===== config.mk =====
export PLATFORM = sky130hd
export DESIGN_NAME = pulse_gen_multi
export DESIGN_NICKNAME = d
export VERILOG_FILES = /design/src/rtl/pulse_gen_pkg.sv /design/src/rtl/pulse_gen_channel.sv /design/src/rtl/pulse_gen_multi.sv
export SDC_FILE = /design/constraint.sdc
export NUM_CORES = 1
export LEC_CHECK = 0
export ABC_AREA = 0
export CORE_MARGIN = 4
export CORE_UTILIZATION = 35
export DETAILED_ROUTE_END_ITERATION = 12
export GPL_ROUTABILITY_DRIVEN = 0
export PLACE_DENSITY_LB_ADDON = 0.08
export SYNTH_ARGS = -nofsm -noshare
export SYNTH_HDL_FRONTEND = slang
export SYNTH_SLANG_ARGS = --single-unit

===== constraint.sdc =====
create_clock -name clk -period 2.7 [get_ports clk]
set_clock_uncertainty 0.2 [all_clocks]
set_input_delay 0.54 -clock clk [delete_from_list [all_inputs] [get_ports clk]]
set_output_delay 0.54 -clock clk [all_outputs]
set_load 0.02 [all_outputs]

===== src/rtl/pulse_gen_pkg.sv =====
// Shared types for the multi-channel pulse generator: per-channel FSM states
// and retrigger policy codes.
package pulse_gen_pkg;

  typedef enum logic [1:0] {
    ST_IDLE    = 2'd0,
    ST_HIGH    = 2'd1,
    ST_HOLDOFF = 2'd2
  } ch_state_e;

  localparam int RETRIG_IGNORE  = 0;
  localparam int RETRIG_RESTART = 1;

endpackage


===== src/rtl/pulse_gen_channel.sv =====
// One pulse channel: trigger synchroniser, rising-edge detect, width counter FSM
// and sticky missed flag. Optional post-pulse holdoff via PULSE_GEN_HOLDOFF_EN.
module pulse_gen_channel
  import pulse_gen_pkg::*;
#(
  parameter int CNT_W          = 8,
  parameter int SYNC_STAGES    = 2,
  parameter int RETRIG         = RETRIG_IGNORE,
  parameter int HOLDOFF_CYCLES = 4
) (
  input  logic             clk,
  input  logic             rst,
  input  logic             trigger_i,
  input  logic [CNT_W-1:0] width_i,
  input  logic             missed_clr_i,
  output logic             pulse_o,
  output logic             missed_o,
  output logic [1:0]       state_o
);

`ifdef PULSE_GEN_HOLDOFF_EN
  localparam bit HOLDOFF_ON = (HOLDOFF_CYCLES > 0);
`else
  localparam bit HOLDOFF_ON = 1'b0;
`endif

  localparam logic [CNT_W-1:0] HOLDOFF_LOAD =
    (HOLDOFF_CYCLES >= (2 ** CNT_W)) ? {CNT_W{1'b1}} : CNT_W'(HOLDOFF_CYCLES);

  logic [SYNC_STAGES-1:0] sync_q, sync_d;
  logic                   prev_q, prev_d;
  ch_state_e              state_q, state_d;
  logic [CNT_W-1:0]       cnt_q, cnt_d;
  logic                   pulse_q, pulse_d;
  logic                   missed_q, missed_d;

  logic                   sync_out;
  logic                   rise;
  logic                   drop;
  logic [CNT_W-1:0]       width_eff;

  assign sync_out  = sync_q[SYNC_STAGES-1];
  assign rise      = sync_out & ~prev_q;
  assign width_eff = (width_i == '0) ? CNT_W'(1) : width_i;

  always_comb begin
    sync_d   = {sync_q[SYNC_STAGES-2:0], trigger_i};
    prev_d   = sync_out;
    state_d  = state_q;
    cnt_d    = cnt_q;
    pulse_d  = pulse_q;
    drop     = 1'b0;
    case (state_q)
      ST_IDLE: begin
        if (rise) begin
          state_d = ST_HIGH;
          cnt_d   = width_eff;
          pulse_d = 1'b1;
        end
      end
      ST_HIGH: begin
        // A restart reload takes priority over the final-cycle fall, so no low glitch.
        if (rise && (RETRIG == RETRIG_RESTART)) begin
          cnt_d = width_eff;
        end else begin
          drop = rise;
          if (cnt_q <= CNT_W'(1)) begin
            pulse_d = 1'b0;
            if (HOLDOFF_ON) begin
              state_d = ST_HOLDOFF;
              cnt_d   = HOLDOFF_LOAD;
            end else begin
              state_d = ST_IDLE;
              cnt_d   = '0;
            end
          end else begin
            cnt_d = cnt_q - CNT_W'(1);
          end
        end
      end
      ST_HOLDOFF: begin
        drop = rise;
        if (cnt_q <= CNT_W'(1)) begin
          state_d = ST_IDLE;
          cnt_d   = '0;
        end else begin
          cnt_d = cnt_q - CNT_W'(1);
        end
      end
      default: begin
        state_d = ST_IDLE;
        cnt_d   = '0;
        pulse_d = 1'b0;
      end
    endcase
    // Set wins over a coincident clear.
    missed_d = (missed_q & ~missed_clr_i) | drop;
  end

  always_ff @(posedge clk) begin
    if (rst) begin
      sync_q   <= '1;
      prev_q   <= 1'b1;
      state_q  <= ST_IDLE;
      cnt_q    <= '0;
      pulse_q  <= 1'b0;
      missed_q <= 1'b0;
    end else begin
      sync_q   <= sync_d;
      prev_q   <= prev_d;
      state_q  <= state_d;
      cnt_q    <= cnt_d;
      pulse_q  <= pulse_d;
      missed_q <= missed_d;
    end
  end

  assign pulse_o  = pulse_q;
  assign missed_o = missed_q;
  assign state_o  = state_q;

endmodule


===== src/rtl/pulse_gen_multi.sv =====
// Multi-channel clocked pulse generator; CHANNELS independent pulse_gen_channel
// instances. Post-pulse holdoff is compiled in with PULSE_GEN_HOLDOFF_EN.
module pulse_gen_multi
  import pulse_gen_pkg::*;
#(
  parameter int CHANNELS       = 4,
  parameter int CNT_W          = 8,
  parameter int SYNC_STAGES    = 2,
  parameter int RETRIG         = RETRIG_IGNORE,
  parameter int HOLDOFF_CYCLES = 4
) (
  input  logic                      clk,
  input  logic                      rst,
  input  logic [CHANNELS-1:0]       trigger,
  input  logic [CHANNELS*CNT_W-1:0] width_cycles,
  input  logic [CHANNELS-1:0]       missed_clr,
  output logic [CHANNELS-1:0]       pulse,
  output logic [CHANNELS-1:0]       busy,
  output logic [CHANNELS-1:0]       missed
);

  logic [2*CHANNELS-1:0] ch_state;

  for (genvar g = 0; g < CHANNELS; g++) begin : g_ch
    pulse_gen_channel #(
      .CNT_W          (CNT_W),
      .SYNC_STAGES    (SYNC_STAGES),
      .RETRIG         (RETRIG),
      .HOLDOFF_CYCLES (HOLDOFF_CYCLES)
    ) u_ch (
      .clk          (clk),
      .rst          (rst),
      .trigger_i    (trigger[g]),
      .width_i      (width_cycles[g*CNT_W +: CNT_W]),
      .missed_clr_i (missed_clr[g]),
      .pulse_o      (pulse[g]),
      .missed_o     (missed[g]),
      .state_o      (ch_state[g*2 +: 2])
    );

    // busy is simply "state register not IDLE", so it covers HIGH and HOLDOFF.
    assign busy[g] = (ch_state[g*2 +: 2] != ST_IDLE);
  end

endmodule


==> out/metrics.cfg, run 1 <==
[drt]
highest_layer=met4
drt-initial-drc-count=33
via_per_inst=5.09
ant_nets=0
first_pass_iters=4
drt_wl_total_um=6590
met2_wirelength_um=2770
drc_errors=0
wl_met3_um=294
via_count=2467
wl_per_cell_um=13.6
wl_met1_um=3450

[setup_path]
path_max_fanout=8
cp-end-kind=register
crit_required_ns=2.73
critPathSlowestCell=dfxtp_1
critPathLaunchType=register
path_class=reg2reg
max_stage_delay_ns=0.47
path_cells=inv_1, ha_1, or2_2, and2_1, or4_1, a31oi_1
worstPathArrival_ns=2.21

[power_and_ir_drop]
comb_power_share=0.191
power.internal_mw=1.25
clkPwrFrac=0.318
p_switching_uw=446
p_total_mw=1.69
powerDensity_nw_per_um2=467
p_seq_frac=0.491
peakVddDrop_uv=220
leakagePower_nw=1.30
swShare=0.263

[clock_network]
numCtsBuffers=5
clk_latency_ns=0.30
cts_buffer_depth=2
cts.clk_slew.worst_paths_ns=0.10
clock_tree.root_cell=clkbuf_8
htree_levels=2
cts_sinks=52
cts_tree=yes
post_cts_resized=0
hold_buffers=0
cts_setup_buffers=0

[timing]
rsz0062_at_grt=false
fmax_ghz=0.458
tns_ns=0
slew_headroom=0.631
setup_viol=0
drv_slew=0
fin_crit_ns=2.18
period_share=0.808
hold_viol_final=0
worst_slew_pin_slew_ns=0.553

[finish]
final_util=0.444
syn2layout_area_growth_pct=23.4
final_cells=485
nFillCells=841
layout.nets=429
diodes=0
drive_gt1_frac=0.118
final_area_um2=3630

[synth]
synth_area_um2=2940
ys_seq_elements=52
async_reset_ff_frac=0
ys_warn_count=0
synth_edf_count=0
synth_ff_type=dfxtp_1
yosysUniqueCellTypes=49
synthCells=336
syn_area_per_cell_um2=8.75
syn-num-nets=386
synth-seq-area-share=0.354

[global_route]
grt_pass1_vias=2428
grt_start_max_net_pins=31
antenna_found_initial=0
overflow=0
track_usage=0.139
grt_pass1_wl_um=11500

[placement]
portBuffers=53
postPlaceCellArea_um2=3520
dp_hpwl_um=4830
dp.cells=477

[job]
drv_cap=0

[die]
die_h_um=99.6
num_rows=33
initial_utilization=0.360
num_io_pins=54
die_width_um=99.6
die-area_um2=9930
core_area_um2=8180

[min_path]
hp-class=reg2reg

[outcome]
outcome=finished, final reports clean

-- path summary, 6_finish.rpt --
path,startpoint,to,slack (ns),depth (start not counted)
hold / removal,g_ch[1].u_ch.sync_q[0],g_ch[1].u_ch.sync_q[1],0.22,1
hold reg to reg,g_ch[1].u_ch.sync_q[0],g_ch[1].u_ch.sync_q[1],0.22,1
setup reg to reg,g_ch[2].u_ch.cnt_q[0],g_ch[2].u_ch.cnt_q[5],0.52,6
setup / recovery,g_ch[2].u_ch.cnt_q[0],g_ch[2].u_ch.cnt_q[5],0.52,6
-- per-stage QoR --
step                setup slack, ns  hold WS [ns]
finish                        0.518         0.219
global route                  0.284         0.247
CTS                           0.511         0.220
detailed placement            0.543         0.200
global placement              0.584         0.191
floorplan                     0.683         0.189
-- placed cells by master, fill, tap and decap left out, types with 3 or more instances in the layout --
cell             count
clkbuf_8             5
and2_1               5
inv_1               17
clkdlybuf4s50_1     52
or4_1                3
dfxtp_1             52
a211oi_1            15
nor3_1              19
nand3_1              3
xnor2_1              8
nor3b_1             10
nand2_1              8
nor2_1              34
o22a_1               7
o21ai_0              5
nor2b_1             11
mux2i_1             14
o21a_1               5
nor4_1               7
o32ai_1              3
buf_4                9
nand2b_1             8
ha_1                 8
or2_2               14
a31oi_1              3
nor4_2               3
a21oi_1             16
-- cells by family (layout without fill, tap and decap cells) --
family / count (synthesis) / count (layout) / synth area share
and+or+nand+nor: 131 / 131 / 0.251
AOI/OAI and AO/OA: 78 / 78 / 0.213
DFF: 52 / 52 / 0.354
buffers and inverters: 43 / 87 / 0.0707
muxes: 14 / 14 / 0.0477
xor gates and xnor gates: 10 / 10 / 0.0298
adders and majority gates: 8 / 8 / 0.0341
-- synthesized netlist by cell type, drive strengths merged (5+ instances only) --
cell type	count	area share
a211oi	15	0.038
a21oi	16	0.027
and2	5	0.011
buf	14	0.034
clkbuf	12	0.015
dfxtp	52	0.35
ha	8	0.034
inv	17	0.022
mux2i	14	0.048
nand2	8	0.010
nand2b	8	0.017
nor2	34	0.043
nor2b	11	0.023
nor3	19	0.032
nor3b	10	0.026
nor4	10	0.028
o21a	5	0.013
o21ai	5	0.0085
o22a	9	0.028
or2	14	0.030
or4	5	0.015
xnor2	8	0.024
-- layout make-up --
type	count	area [um2]	share of cell area
well taps	105	131	0.0362
multi-input cells	241	1690	0.466
inverters	17	63.8	0.0176
flip-flops and latches	52	1040	0.287
clock buffers	6	72.6	0.0200
clock inverters	2	35.0	0.00966
repair buffers	62	593	0.164
-- flip-flops by register name, summed over array words and instances (netlist names) --
signal              cells
g_ch.u_ch.cnt_q        32
g_ch.u_ch.sync_q        8
g_ch.u_ch.missed_o      4
g_ch.u_ch.prev_q        4
g_ch.u_ch.state_o       3
g_ch.u_ch.pulse_o       1
-- worst max-delay path, delay by kind of cell, from the launching register on --
kind / cells / cell delay [ns]
flip-flops: 1 / 0.47
adder cells (fa/ha/maj): 1 / 0.25
AO/OA/AOI/OAI: 1 / 0.17
AND/OR/NAND/NOR: 3 / 0.94
buffers and inverters: 1 / 0.07
-- power by group through the flow --
stage	clock network [mW]	logic (mW)	registers [mW]
final	0.539	0.324	0.832
after CTS	0.565	0.327	0.832
after floorplan	0	0.216	0.842
after global routing	0.593	0.362	0.838
after detailed placement	0	0.325	0.850
after global placement	0	0.326	0.849
-- layer usage --
metal,GRT usage,vias to the layer above
met4,0.0410,0
li1,-,1290
met3,0.0309,8
met1,0.198,1123
met2,0.209,46
met5,0,-
Note: power is estimated with default switching activity, not from simulation.
==> run 2, diff against run 1 <==
==> constraint.sdc (replaced) <==
create_clock -name clk -period 1.9 [get_ports clk]
set_clock_uncertainty 0.2 [all_clocks]
set_input_delay 0.38 -clock clk [delete_from_list [all_inputs] [get_ports clk]]
set_output_delay 0.38 -clock clk [all_outputs]
set_load 0.02 [all_outputs]
==> run 2 against run 1 <==
Effect of this change:
- critical path depth is the same
- highest routed layer unchanged
- sequential share of layout area shrank 2.6 points
- sequential power grew 41%
- worst setup slack lost 0.48 ns
- non-clock buffer count grew 43
- clock power grew 20%
- clock-buffer cell count grew 2
- final area grew 11%
==> out/metrics.cfg, run 2 (synthesis results as in run 1) <==
[timing]
drv_slew=0
fmax_ghz=0.536
slew_headroom=0.757
setup_viol=0
fin_crit_ns=1.87
rsz0062_at_grt=true
tns_ns=0
hold_viol_final=0
period_share=0.982
holdWs_ns=0.214
worst_slew_pin_slew_ns=0.355

[drt]
drc_errors=0
via_count=2637
wl_per_cell_um=13.1
via_per_inst=4.99
drt_wl_total_um=6900
drt-initial-drc-count=43
first_pass_iters=4
ant_nets=0

[finish]
syn2layout_area_growth_pct=36.4
diodes=0
top_regs=g_ch.u_ch.cnt_q x32, g_ch.u_ch.sync_q x8
final_area_um2=4010
drive_gt1_frac=0.236
layout_commonest_cell=buf_4
top_register=g_ch.u_ch.cnt_q
final_cell_mix=buf_4 (51), dfxtp_1 (49), clkdlybuf4s50_1 (45)
layout.nets=472
nFillCells=793
largest_register_ffs=32

[global_route]
antenna_found_initial=0
grt_start_max_net_pins=30
overflow=0
grt_pass1_wl_um=11400
track_usage=0.138
grt_pass1_vias=2486

[placement]
dp_hpwl_um=5150
postPlaceCellArea_um2=3850
portBuffers=53

[die]
core_area_um2=8180
num_rows=33
die_width_um=99.6
die-area_um2=9930
die_h_um=99.6
num_io_pins=54
initial_utilization=0.360

[min_path]
hp-class=reg2reg
min_to=g_ch[1].u_ch.sync_q[1]
holdCritStartpoint=g_ch[1].u_ch.sync_q[0]
hold_depth=1

[setup_path]
path_cells=inv_2, ha_2, or2_4, and2_4, or4_1, a31oi_1
cp-end-kind=register
crit_required_ns=1.94
worstPathArrival_ns=1.90
crit_family=simple AND/OR/NAND/NOR gates
r2r-end=g_ch[2].u_ch.cnt_q[5]
rrSetupSlack_ns=0.03
cp.buffers_inverters=1
critPathLaunchType=register
timing.rr.start=g_ch[2].u_ch.cnt_q[1]
path_max_fanout=3
max_stage_delay_ns=0.49
critPathSlowestCell=or4_1
reg2regPathDepth=6
path_class=reg2reg

[power_and_ir_drop]
leakagePower_nw=1.62
power.internal_mw=1.75
clkPwrFrac=0.271
comb_power_share=0.237
powerDensity_nw_per_um2=594
p_switching_uw=632
peakVddDrop_uv=287
swShare=0.265
p_seq_frac=0.491

[outcome]
outcome=finished, final reports clean

[clock_network]
hold_buffers=0
cts_buffer_depth=2
cts_tree=yes
htree_levels=2
cts.clk_slew.worst_paths_ns=0.09
cts_sinks=52
clock_tree.root_cell=clkbuf_8
clk_latency_ns=0.30
numCtsBuffers=5

[job]
drv_cap=0

## run 2: cell count changes in the layout (fill, tap and decap cells not counted), sizes merged
cell / change
bufinv: -1
clkbuf: +2
dlygate4sd2: +2
clkdlybuf4s50: -7
clkinv: -1
buf: +43
dlymetal6s2s: +5
## run 2: routing by layer
layer  vias up  wire (um)  GRT usage
li1       1381          -          -
met1      1186       3410      0.193
met2        66       3040      0.212
met3         4        398     0.0372
met4         0         48     0.0336
met5         -          0          0
## run 2: power by group through the flow
stage / registers (mW) / logic, mW / clock network [mW]
2_1_floorplan: 1.20 / 0.310 / 0
3_3_place_gp: 1.20 / 0.544 / 0
3_5_place_dp: 1.20 / 0.546 / 0
4_1_cts: 1.17 / 0.548 / 0.690
5_1_grt: 1.18 / 0.625 / 0.725
6_report: 1.17 / 0.566 / 0.647
## run 2: metrics by stage
stage               utilization  setup slack [ns]  power [mW]  instances
floorplan                     -           0.00860        1.51        336
detailed placement        0.472           -0.0917        1.74        519
CTS                       0.482            0.0135        2.41        527
global placement          0.472           -0.0571        1.74        519
finish                    0.491            0.0335        2.38        528
global route              0.491           -0.0449        2.53        528
## run 2: worst max-delay path by stage
stage                       startpoint               endpoint  slack (ns)  depth (start not counted)
6_report         g_ch[2].u_ch.cnt_q[1]  g_ch[2].u_ch.cnt_q[5]        0.03                          6
5_1_grt          g_ch[2].u_ch.cnt_q[1]  g_ch[2].u_ch.cnt_q[5]       -0.04                          6
4_1_cts        g_ch[3].u_ch.state_o[0]               pulse[3]        0.01                          1
3_5_place_dp          width_cycles[28]  g_ch[3].u_ch.cnt_q[0]       -0.09                          5
3_3_place_gp          width_cycles[29]  g_ch[3].u_ch.cnt_q[0]       -0.06                          5
2_1_floorplan    g_ch[1].u_ch.cnt_q[2]  g_ch[1].u_ch.cnt_q[3]       0.009                          4
## run 2: area by class of cell
type / instances / area [um2] / area share
clock buffers: 8 / 90.1 / 0.0225
inverters: 17 / 63.8 / 0.0159
multi-input cells: 241 / 1740 / 0.434
flip-flops and latches: 52 / 1040 / 0.261
well taps: 105 / 131 / 0.0328
repair buffers: 105 / 938 / 0.234
## run 2: repair_timing
item                                    4_1_cts  5_1_grt
setup buffers                                 0        1
pin swaps                                     0        6
endpoints found under the setup margin        2       19
resized for setup                             2       17
